$ cat src/rtl/inst_fetch_if.sv
// Fetch-stage bundle: PC handshake, instruction-memory req/ack and decode valid/ready.
// The master modport is the fetch unit; the slave modport is its environment.
interface inst_fetch_if #(
  parameter int ADDR_W = 32,
  parameter int DATA_W = 32
);
  logic [ADDR_W-1:0] pc;
  logic              pc_valid;
  logic              pc_accept;
  logic              flush;
  logic              imem_req;
  logic [ADDR_W-1:0] imem_addr;
  logic              imem_ack;
  logic [DATA_W-1:0] imem_rdata;
  logic              if_valid;
  logic              if_ready;
  logic [DATA_W-1:0] if_instr;
  logic [ADDR_W-1:0] if_pc;
  logic              if_fault;

  modport master (
    input  pc, pc_valid, flush, imem_ack, imem_rdata, if_ready,
    output pc_accept, imem_req, imem_addr, if_valid, if_instr, if_pc, if_fault
  );

  modport slave (
    output pc, pc_valid, flush, imem_ack, imem_rdata, if_ready,
    input  pc_accept, imem_req, imem_addr, if_valid, if_instr, if_pc, if_fault
  );
endinterface

$ cat src/rtl/inst_fetch.sv
// Instruction fetch: takes one pc, runs a single req/ack to instruction memory and
// holds the returned word for decode; flushes drop anything in flight or held.
module inst_fetch #(
  parameter int                ADDR_W   = 32,
  parameter int                DATA_W   = 32,
  parameter logic [DATA_W-1:0] NOP_WORD = 32'h0000_0000
) (
  input  logic         clk_i,
  input  logic         rst_i,
  inst_fetch_if.master bus
);
  typedef enum logic [1:0] {
    IDLE  = 2'd0,
    REQ   = 2'd1,
    DRAIN = 2'd2,
    HOLD  = 2'd3
  } state_e;

  state_e            state_q;
  logic              imem_req_q;
  logic [ADDR_W-1:0] imem_addr_q;
  logic              if_valid_q;
  logic [DATA_W-1:0] if_instr_q;
  logic [ADDR_W-1:0] if_pc_q;
  logic              if_fault_q;
  logic              accept_s;
  logic              pc_aligned_s;

  // A pc is taken from IDLE, or from HOLD in the same cycle decode consumes the held word.
  always_comb begin
    accept_s = 1'b0;
    if (bus.pc_valid && !bus.flush) begin
      if (state_q == IDLE) begin
        accept_s = 1'b1;
      end else if ((state_q == HOLD) && bus.if_ready) begin
        accept_s = 1'b1;
      end else begin
        accept_s = 1'b0;
      end
    end else begin
      accept_s = 1'b0;
    end
  end

  assign pc_aligned_s = (bus.pc[1:0] == 2'b00);

  // Fetch sequencer; accept overrides the per-state transitions since it only fires from IDLE/HOLD.
  always_ff @(posedge clk_i or posedge rst_i) begin
    if (rst_i) begin
      state_q     <= IDLE;
      imem_req_q  <= 1'b0;
      imem_addr_q <= {ADDR_W{1'b0}};
      if_valid_q  <= 1'b0;
      if_instr_q  <= {DATA_W{1'b0}};
      if_pc_q     <= {ADDR_W{1'b0}};
      if_fault_q  <= 1'b0;
    end else if (accept_s) begin
      if_pc_q <= bus.pc;
      if (pc_aligned_s) begin
        imem_addr_q <= {bus.pc[ADDR_W-1:2], 2'b00};
        imem_req_q  <= 1'b1;
        if_valid_q  <= 1'b0;
        state_q     <= REQ;
      end else begin
        if_instr_q <= NOP_WORD;
        if_fault_q <= 1'b1;
        if_valid_q <= 1'b1;
        state_q    <= HOLD;
      end
    end else begin
      case (state_q)
        IDLE: begin
          state_q <= IDLE;
        end
        REQ: begin
          if (bus.imem_ack) begin
            imem_req_q <= 1'b0;
            if (bus.flush) begin
              state_q <= IDLE;
            end else begin
              if_instr_q <= bus.imem_rdata;
              if_fault_q <= 1'b0;
              if_valid_q <= 1'b1;
              state_q    <= HOLD;
            end
          end else if (bus.flush) begin
            // The memory cannot be told to abandon a request, so wait out its ack.
            state_q <= DRAIN;
          end else begin
            state_q <= REQ;
          end
        end
        DRAIN: begin
          if (bus.imem_ack) begin
            imem_req_q <= 1'b0;
            state_q    <= IDLE;
          end else begin
            state_q <= DRAIN;
          end
        end
        HOLD: begin
          if (bus.flush || bus.if_ready) begin
            if_valid_q <= 1'b0;
            state_q    <= IDLE;
          end else begin
            state_q <= HOLD;
          end
        end
        default: begin
          imem_req_q <= 1'b0;
          if_valid_q <= 1'b0;
          state_q    <= IDLE;
        end
      endcase
    end
  end

  assign bus.pc_accept = accept_s;
  assign bus.imem_req  = imem_req_q;
  assign bus.imem_addr = imem_addr_q;
  assign bus.if_valid  = if_valid_q;
  assign bus.if_instr  = if_instr_q;
  assign bus.if_pc     = if_pc_q;
  assign bus.if_fault  = if_fault_q;
endmodule
$ cat src/flat_wrapper.sv
// flat-port wrapper written by rule: the top's interface ports become plain ports
module inst_fetch_flat 
#(
  parameter int                ADDR_W   = 32,
  parameter int                DATA_W   = 32,
  parameter logic [DATA_W-1:0] NOP_WORD = 32'h0000_0000
)
  (clk_i, rst_i, bus_pc, bus_pc_valid, bus_flush, bus_imem_ack, bus_imem_rdata, bus_if_ready, bus_pc_accept, bus_imem_req, bus_imem_addr, bus_if_valid, bus_if_instr, bus_if_pc, bus_if_fault);
  inst_fetch_if #(.ADDR_W(ADDR_W), .DATA_W(DATA_W)) bus_i ();
  input  logic clk_i;
  input  logic rst_i;
  input wire logic [$bits(bus_i.pc)-1:0] bus_pc;
  input wire logic [$bits(bus_i.pc_valid)-1:0] bus_pc_valid;
  input wire logic [$bits(bus_i.flush)-1:0] bus_flush;
  input wire logic [$bits(bus_i.imem_ack)-1:0] bus_imem_ack;
  input wire logic [$bits(bus_i.imem_rdata)-1:0] bus_imem_rdata;
  input wire logic [$bits(bus_i.if_ready)-1:0] bus_if_ready;
  output wire logic [$bits(bus_i.pc_accept)-1:0] bus_pc_accept;
  output wire logic [$bits(bus_i.imem_req)-1:0] bus_imem_req;
  output wire logic [$bits(bus_i.imem_addr)-1:0] bus_imem_addr;
  output wire logic [$bits(bus_i.if_valid)-1:0] bus_if_valid;
  output wire logic [$bits(bus_i.if_instr)-1:0] bus_if_instr;
  output wire logic [$bits(bus_i.if_pc)-1:0] bus_if_pc;
  output wire logic [$bits(bus_i.if_fault)-1:0] bus_if_fault;
  assign bus_i.pc = bus_pc;
  assign bus_i.pc_valid = bus_pc_valid;
  assign bus_i.flush = bus_flush;
  assign bus_i.imem_ack = bus_imem_ack;
  assign bus_i.imem_rdata = bus_imem_rdata;
  assign bus_i.if_ready = bus_if_ready;
  assign bus_pc_accept = bus_i.pc_accept;
  assign bus_imem_req = bus_i.imem_req;
  assign bus_imem_addr = bus_i.imem_addr;
  assign bus_if_valid = bus_i.if_valid;
  assign bus_if_instr = bus_i.if_instr;
  assign bus_if_pc = bus_i.if_pc;
  assign bus_if_fault = bus_i.if_fault;
  inst_fetch #(.ADDR_W(ADDR_W), .DATA_W(DATA_W), .NOP_WORD(NOP_WORD)) u_core (.clk_i(clk_i), .rst_i(rst_i), .bus(bus_i));
endmodule
$ cat config.mk
export PLATFORM = sky130hd
export DESIGN_NAME = inst_fetch_flat
export DESIGN_NICKNAME = d
export VERILOG_FILES = /design/src/rtl/inst_fetch_if.sv /design/src/rtl/inst_fetch.sv /design/src/flat_wrapper.sv
export SDC_FILE = /design/constraint.sdc
export NUM_CORES = 1
export LEC_CHECK = 0
export ABC_AREA = 1
export ABC_CLOCK_PERIOD_IN_PS = 4100
export BUFFER_PORTS_ARGS = -buffer_cell sky130_fd_sc_hd__buf_2
export CORE_MARGIN = 2
export CORE_UTILIZATION = 49
export DETAILED_ROUTE_END_ITERATION = 10
export PLACE_DENSITY = 0.8
export SLEW_MARGIN = 10
export SYNTH_ARGS = -nofsm -noshare
export SYNTH_HDL_FRONTEND = slang
export SYNTH_SLANG_ARGS = --single-unit
$ cat constraint.sdc
create_clock -name clk_i -period 4.1 [get_ports clk_i]
set_clock_uncertainty 0.15 [all_clocks]
set_input_delay 0.205 -clock clk_i [delete_from_list [all_inputs] [get_ports clk_i]]
set_output_delay 0.205 -clock clk_i [all_outputs]
set_load 0.01 [all_outputs]
* Word-level counts from Yosys, hierarchy flattened *
Index checks and enable logic that the tools add are counted.

cells by class
  mux-type cells = 31
  reduce and logical (&&, ||, !) cells = 15
  eq/ne operators = 9

operators by type and width
  kind                count
  $mux 32             5
  $mux 1              17
  $mux 2              7
  $ne 3x3->1 const B  3
  $pmux 2 s4          1
  $reduce_and 4->1    2
  $reduce_bool 2->1   3
  $eq 2x2->1 const B  2
  $logic_not 2->1     2
  $ne 2x1->1 const B  2
  $reduce_and 3->1    1
  $reduce_bool 3->1   1
  $eq 2x1->1 const B  1
  $logic_and 1x1->1   2
  $ne 2x2->1 const B  1
  $pmux 1 s2          1
  $reduce_and 2->1    1
  $reduce_or 2->1     1
  $logic_not 1->1     1
  $logic_or 1x1->1    1

word-level totals
  output and inout port bits = 100
  logic and storage cells = 62
  bits of input ports = 70
  register bits after elaboration = 99

* Depth between registers and ports, before layout *
Gate-level depths: netlist of run 1.

  depth in word-level cells = 7
  gate-level depth with buffers = 10
  mapped depth without buffers = 9

* Worst setup path before layout of run 1 *
No wires, ideal clock.

  kind = register to register
  start = register u_core.state_q[0]
  end = register u_core.if_instr_q[0] (netlist: u_core.bus.if_instr[0])
  path buffers = 1
  setup time = 117 ps
  cell stages (with the launch flop) = 11
  path slack = 2502 ps
  arrival = 1331 ps
  clock period less this slack = 1598 ps
  data required time = 3833 ps
  cells stage by stage = dfrtp_1 > inv_1 > ha_1 > inv_1 > nand2_2 > nand2_8 > inv_4 > buf_2 > nor2_1 > nand2_1 > nand2_1

on the way
  word-level cells in the longest chain between the ends = 7
  elaborated cells on any way between the ends = 13
  classes of those cells = eq/ne: 4; mux: 4; reduce/logical: 5

RTL lines
  item                                                line                RTL
  from (decl)                                         inst_fetch.sv:19    state_e state_q;
  from (signal assigned)                              inst_fetch.sv:50    state_q <= IDLE;
  from (signal assigned)                              inst_fetch.sv:63    state_q <= REQ;
  from (signal assigned)                              inst_fetch.sv:68    state_q <= HOLD;
  $eq 2x2->1                                          inst_fetch.sv:35    end else if ((state_q == HOLD) && bus.if_ready) begin
  $logic_and 1x1->1                                   inst_fetch.sv:35
  $mux 1                                              inst_fetch.sv:35
  $mux 1 *                                            inst_fetch.sv:33    if (state_q == IDLE) begin
  $mux 1 *                                            inst_fetch.sv:32    if (bus.pc_valid && !bus.flush) begin
  named net bus_pc_accept                             flat_wrapper.sv:18  output wire logic [$bits(bus_i.pc_accept)-1:0] bus_pc_accept;
  $ne 2x2->1 (no line), or another cell as far along  --
  $reduce_and 4->1 (no line)                          --
  to (signal assigned)                                inst_fetch.sv:54    if_instr_q <= {DATA_W{1'b0}};
  to (signal assigned)                                inst_fetch.sv:81    if_instr_q <= bus.imem_rdata;
  to (decl)                                           inst_fetch.sv:23    logic [DATA_W-1:0] if_instr_q;

The timed path passes the listed nets; every way through them passes the cells marked *.
A chain may end at the register's enable or synchronous reset.

* Worst setup path after layout of run 1 *
  start = register u_core.state_q[0]
  end = output port bus_pc_accept

on the way
  word-level cells in the longest chain between the ends = 5
  elaborated cells on any way between the ends = 6
  classes of those cells = eq/ne: 1; mux: 3; reduce/logical: 2

RTL lines
  item               line
  $eq 2x2->1         inst_fetch.sv:35
  $logic_and 1x1->1  inst_fetch.sv:35
  $mux 1             inst_fetch.sv:35
  $mux 1 *           inst_fetch.sv:33
  $mux 1 *           inst_fetch.sv:32
  to (decl)          flat_wrapper.sv:18

Every way passes the cells marked *; elsewhere a longest branch is shown, timed or not.

==> key figures, run 1 <==
Status
  • Status: finished, final reports clean

Cells and area
  • Filler instances: 645
  • Area of the multi-input gates: 1390 um2
  • Share of cells above drive strength 1: between 20% and 30%
  • Sequential cell area: 2480 um2
  • Final instance area: 5910 um2
  • Final net count: slightly below 800
  • Diodes inserted: 0
  • Layout Area Growth over Synthesis: 36.7%

Setup path
  • Crit end category: output pin
  • CP startpoint kind: flop
  • Slowest cell on crit path: dfrtp_1
  • WP buf/inv: 4
  • Most used cell, CP: inv_1
  • Critical Path AT: 2.12 ns
  • CP top delay family: buffers and inverters
  • CP max FO: 72
  • Crit path cell chain: inv_1, ha_1, inv_1, nand2_2, nand2_8, inv_4, buf_2
  • Crit Path Category: reg -> out
  • Worst Path Required: 3.74 ns
  • Critical path's largest stage delay: 0.43 ns

Synth
  • Syn. warnings: 0
  • Seq/Total Area, Yosys: between 50% and 60%
  • Mean Syn Cell Area: ~8.6 um2
  • Cells after synthesis: 500
  • Synth unique cells: 21
  • Syn Std Cell Area: 4320 um2
  • Post-synthesis register bit count: a little under 100

Global route
  • Global-route wire length before repair: ~18000 um
  • Initial antenna violation count: 0
  • Vias in the first global route: between 3000 and 4000
  • GR Layer Usage met3: 3.36%
  • Met1 GRT Util: 30.2%
  • GR Util met2: 39.0%
  • Gr busiest metal: met2
  • Largest net degree at the start of global routing: 73
  • GRT overflow: 0
  • All-layer global routing usage: 23.1%

Drt
  • ANT nets after route: 0
  • # DRC: 0
  • Final wirelength: 11100 um
  • DR vias/cell: around 4.8
  • Drt initial violations: 222
  • Drt wl/cell: 13.5 um
  • Routed vias: 3921
  • First-pass iteration count of the detailed router: 5

Power
  • Power density over the cells: 510 nW/um2
  • Lkg Pwr: between 3 and 4 nW
  • Peak supply drop: 305 uV

Run
  • MaxCap Viol Count: 0

Clock tree
  • Post-CTS Setup Repair Bufs: 0
  • Clk root buf: clkbuf_8
  • Num CTS Buffers: 9
  • Clk sinks: 99
  • CTS max path bufs: 2
  • Reg clk slew, reported paths: roughly 0.090 ns
  • CTS tree: built
  • H-tree Lvls: 3
  • Clk_lat worst skew: approximately 0.35 ns

Timing
  • RSZ-0062 raised after global routing: no
  • Setup TNS: 0 ns
  • Fin crit share: 60.3%
  • Fmax: around 400 MHz
  • # setup viols final: 0
  • Fin. max-slew vios: 0
  • Worst Tran Pin Value: 0.846 ns
  • Worst slew margin: approximately 44%
  • Final Hold Viols: 0
  • Min Tclk post-route: 2.47 ns

Floorplanning
  • Initial Util: 50.0%
  • Die area: 9590 um2
  • Ports: 170
  • FP Rows: 34
  • CORE AREA: ~8600 um2
  • Die boundary width: 97.9 um
  • Die Height: slightly below 100 um

Placement
  • Port bufs: 167
  • Dpl hpwl: between 6000 and 7000 um
  • Placement Cell Area: roughly 5100 um2
  • Final Wtd Congestion: a little over 0.8

Min path
  • Worst Hold Class: in -> reg
[cells by family after synthesis]
logic type,Yosys count,synth area share [%]
AO/OA/AOI/OAI,63,7.30
other,1,0.0868
AND/OR/NAND/NOR,224,22.4
flip-flops,99,57.3
adder cells (fa/ha/maj),8,2.32
buffers and inverters,105,10.6
[tightest hold or removal path: stages]
cell,delay [ns]
buf_2,0.09
inv_1,0.05
nor2_1,0.04
nand2_1,0.05
nand2_1,0.04
[power by group]
group,switching [mW],internal [mW]
combinational,0.509,0.390
sequential,0.164,1.25
clock,0.351,0.349
[state kept, by name (all words and copies together), names as in the netlist]
signal                count
u_core.bus.if_valid       1
u_core.bus.if_fault       1
u_core.state_q            2
u_core.bus.if_pc         32
u_core.bus.if_instr      32
u_core.bus.imem_addr     30
u_core.bus.imem_req       1
[placed cells by master (no fill, tap or decap)]
cell type and instances:
buf_2 167, buf_4 1, bufinv_16 2, clkbuf_8 9
clkinv_2 1, clkinvlp_4 2, conb_1 2, dfrtp_1 99
dlygate4sd3_1 54, ha_1 8, inv_1 74, inv_2 2
inv_4 2, inv_6 1, inv_8 1, nand2_1 146
nand2_2 1, nand2_4 2, nand2_8 1, nand3_1 37
nand3_4 1, nand3b_4 1, nor2_1 34, nor2_8 1
o21ai_0 62, o21ai_1 1
[routing by layer]
metal | wire length [um] | up-vias
met2 | 5720 | 135
li1 | - | 1919
met5 | 0 | -
met1 | 4560 | 1841
met4 | 274 | 0
met3 | 524 | 26
[layout make-up]
type | instances | area share, %
Tap cell | 108 | 2.29
Clock inverter | 7 | 1.69
Multi-Input combinational cell | 297 | 23.5
Sequential cell | 99 | 41.9
Timing Repair Buffer | 222 | 23.4
Inverter | 78 | 5.04
Clock buffer | 9 | 2.10
[through the flow]
| stage | setup WS [ns] | util, % | cells | power (mW) | hold WS, ns |
|---|---|---|---|---|---|
| floorplan | 1.15 | - | 501 | 1.88 | 0.203 |
| global placement | 1.87 | 59.6 | 750 | 2.25 | 0.280 |
| detailed placement | 1.76 | 59.6 | 750 | 2.28 | 0.289 |
| CTS | 1.61 | 68.4 | 820 | 3.02 | 0.000333 |
| global route | 1.45 | 68.4 | 820 | 3.20 | 0.0205 |
| finish | 1.63 | 68.4 | 820 | 3.02 | 0.00468 |
[cells in the mapped netlist]
library cell  number  area, um2
nand2_1          146        548
dfrtp_1           99       2480
inv_1             75        282
o21ai_0           62        310
nand3_1           37        185
nor2_1            34        128
buf_2             13       65.1
ha_1               8        100
buf_4              6       45.0
clkbuf_1           5       18.8
buf_6              3       33.8
inv_2              2       7.51
nand2_4            2       22.5
conb_1             1       3.75
inv_4              1       6.26
nand2_2            1       6.26
nand2_8            1       20.0
nand3_4            1       17.5
nand3b_4           1       20.0
nor2_8             1       20.0
o21ai_1            1       5.00
[what timing repair did]
action | 4_1_cts | 5_1_grt
hold buffers | 54 | 0
endpoints found under the hold margin | 152 | 0
gates resized for setup | 0 | 0
[path summary, 6_finish.rpt]
kind | startpoint | to | slack [ns] | cells after the start
setup / recovery | u_core.state_q[0] | bus_pc_accept | 1.63 | 7
hold / removal | bus_imem_rdata[25] | u_core.bus.if_instr[25] | 0.005 | 5
setup reg to reg | u_core.state_q[0] | u_core.bus.if_instr[7] | 1.75 | 9
hold reg to reg | u_core.bus.if_pc[3] | u_core.bus.if_pc[3] | 0.34 | 2
max in group asynchronous | rst_i | u_core.bus.if_fault | 2.46 | 4
min in group asynchronous | rst_i | u_core.bus.if_instr[4] | 0.42 | 3
Power figures use the tool's default switching activity.
==> inputs of run 2 (changes only) <==
--- a/config.mk
+++ b/config.mk
@@ -6,12 +6,12 @@
 export NUM_CORES = 1
 export LEC_CHECK = 0
 export ABC_AREA = 1
-export ABC_CLOCK_PERIOD_IN_PS = 4100
+export ABC_CLOCK_PERIOD_IN_PS = 2000
 export BUFFER_PORTS_ARGS = -buffer_cell sky130_fd_sc_hd__buf_2
 export CORE_MARGIN = 2
-export CORE_UTILIZATION = 49
+export CORE_UTILIZATION = 44
 export DETAILED_ROUTE_END_ITERATION = 10
-export PLACE_DENSITY = 0.8
+export PLACE_DENSITY = 0.76
 export SLEW_MARGIN = 10
 export SYNTH_ARGS = -nofsm -noshare
 export SYNTH_HDL_FRONTEND = slang
==> constraint.sdc (replaced) <==
create_clock -name clk_i -period 2 [get_ports clk_i]
set_clock_uncertainty 0.15 [all_clocks]
set_input_delay 0.1 -clock clk_i [delete_from_list [all_inputs] [get_ports clk_i]]
set_output_delay 0.1 -clock clk_i [all_outputs]
set_load 0.01 [all_outputs]
==> run 2 against run 1 <==
Routed wire length up 8.3%. Non-clock buffer count up 22. Global-route usage is 0.26 points lower. Hold slack gained 0.026 ns. Register-to-register slack worse by 1.6 ns. Core utilization shrank 3.7 points. Via count rose by 5.6%. Sequential power up 100%. Sequential share of layout area is 2.2 points lower. Largest power group unchanged.
==> key figures, run 2 (synthesis results as in run 1) <==
Power
  • Flop pwr share: 46.3%
  • Net switching power: between 2 and 2.5 mW
  • Combinational share of power: a little under a third
  • Power density over the cells: 1000 nW/um2
  • Peak supply drop: 554 uV
  • Clock power share: 22.3%
  • P_int: 4.09 mW
  • Lkg Pwr: 3.60 nW
  • Switching Share: 34.4%

Drt
  • Drt initial violations: 303
  • Drt wl/cell: 13.8 um
  • First-pass iteration count of the detailed router: 5
  • Routed vias: just over 4000
  • # DRC: 0
  • Final wirelength: 12000 um
  • DR vias/cell: around 4.8
  • ANT nets after route: 0

Timing
  • Final Hold Viols: 0
  • Final WS setup: 0.128 ns
  • Fin crit share: between 90% and 100%
  • Setup TNS: 0 ns
  • RSZ-0062 raised after global routing: no
  • Fin. max-slew vios: 0
  • Worst Hold Slack: 0.0303 ns
  • Min Tclk post-route: between 1.5 and 2 ns
  • # setup viols final: 0
  • Fmax: 534 MHz

Floorplanning
  • Die Height: between 100 and 150 um
  • Ports: 170
  • Die area: 10600 um2
  • FP Rows: 36
  • CORE AREA: 9640 um2
  • Die boundary width: 103 um
  • Initial Util: 44.8%

Cells and area
  • Most common cell after layout, fill and taps aside: buf_2
  • Commonest cells after routing, fill and taps aside: buf_2, nand2_1, dfrtp_1
  • Final net count: 808
  • Final instance area: 6230 um2
  • Layout Area Growth over Synthesis: 44.2%
  • Share of cells above drive strength 1: 28.2%
  • Diodes inserted: 0

Global route
  • All-layer global routing usage: 22.8%
  • GRT overflow: 0
  • Largest net degree at the start of global routing: 62
  • Vias in the first global route: between 4000 and 5000
  • Global-route wire length before repair: 18800 um
  • Initial antenna violation count: 0

Setup path
  • CP top delay family: flip-flops
  • FF-to-FF Start: u_core.state_q[1]
  • WP buf/inv: 2
  • Critical Path AT: 1.62 ns
  • Crit Path Category: reg -> out
  • Setup slack, reg-to-reg: between 0.15 and 0.2 ns
  • R2R depth: 8
  • CP max FO: 33
  • Slowest cell on crit path: dfrtp_1
  • Crit end category: output pin
  • CP startpoint kind: flop
  • R2r endpoint: u_core.bus.if_pc[5]
  • Worst Path Required: 1.75 ns
  • Critical path's largest stage delay: 0.43 ns
  • Crit path cell chain: ha_1, nand2_1, nand2_4, nand2_8, clkinv_16, buf_2

Min path
  • Hold Path Sink: u_core.bus.if_valid
  • Worst Hold Class: in -> reg
  • HP Start: bus_if_ready
  • Worst hold path cell count: 6

Placement
  • Dpl hpwl: 7250 um
  • Placement Cell Area: ~5300 um2
  • Port bufs: 167
  • Final Wtd Congestion: 0.760
  • Dpl ws: 0.108 ns

Clock tree
  • Num CTS Buffers: 9
  • CTS tree: built
  • CTS max path bufs: 2
  • Clk sinks: 99
  • H-tree Lvls: 3
  • Reg clk slew, reported paths: 0.09 ns
  • Clk_lat worst skew: ~0.35 ns
  • Clk root buf: clkbuf_8

Status
  • Status: finished, final reports clean

Run
  • MaxCap Viol Count: 0
[run 2: worst max-delay path by stage]
stage,from,end,slack [ns],depth (start not counted)
3_5_place_dp,u_core.state_q[0],u_core.bus.if_instr[23],0.11,9
6_report,u_core.state_q[0],bus_pc_accept,0.13,6
5_1_grt,u_core.state_q[1],bus_pc_accept,0.0009,7
4_1_cts,u_core.state_q[0],bus_pc_accept,0.01,7
3_3_place_gp,u_core.state_q[0],u_core.bus.if_instr[21],0.21,9
2_1_floorplan,u_core.state_q[0],u_core.bus.if_instr[0],0.40,10
[run 2: per-stage QoR]
step | power, mW | cells | utilization (%)
after floorplan | 3.86 | 501 | -
after global placement | 4.66 | 780 | 54.7
after detailed placement | 4.73 | 780 | 54.7
after CTS | 6.24 | 862 | 64.1
after global routing | 6.66 | 868 | 64.7
final | 6.24 | 868 | 64.7
[run 2: area by class of cell]
cell class              count  area, um2
fillers                   808       3410
flip-flops and latches     99       2480
repair buffers            244       1640
multi-input cells         298       1410
inverters                  78        323
well taps                 133        166
clock buffers              11        151
clock inverters             5       67.6
[run 2: layer usage]
metal  vias to the layer above  part of all wire [%]  track usage [%]
met5                         -                     0                0
li1                       1973                     -                -
met1                      1964                    39             27.8
met2                       167                    53             39.3
met4                         0                   3.4             10.6
met3                        36                   4.8             4.27
[run 2: what timing repair did]
item,in CTS,in global routing
endpoints found under the hold margin,194,0
gates resized for setup,5,2
setup endpoints to repair,1,33
setup buffers,0,5
hold buffers,66,0
pin swaps,1,2
gates cloned,0,1
[run 2: worst reg2reg max path, stage by stage, from the launching register on]
cell and delay (ns):
dfrtp_1 0.42, inv_1 0.12, ha_1 0.15, inv_1 0.06, nand2_4 0.10, nand2_8 0.10, buf_4 0.18, buf_12 0.17
o21ai_0 0.28
[run 2: power by group through the flow]
stage / registers, mW / clock network, mW / logic [mW]
CTS: 2.88 / 1.43 / 1.93
detailed placement: 2.90 / 0 / 1.83
global route: 2.95 / 1.51 / 2.20
finish: 2.89 / 1.39 / 1.96
global placement: 2.89 / 0 / 1.77
floorplan: 3.17 / 0 / 0.695
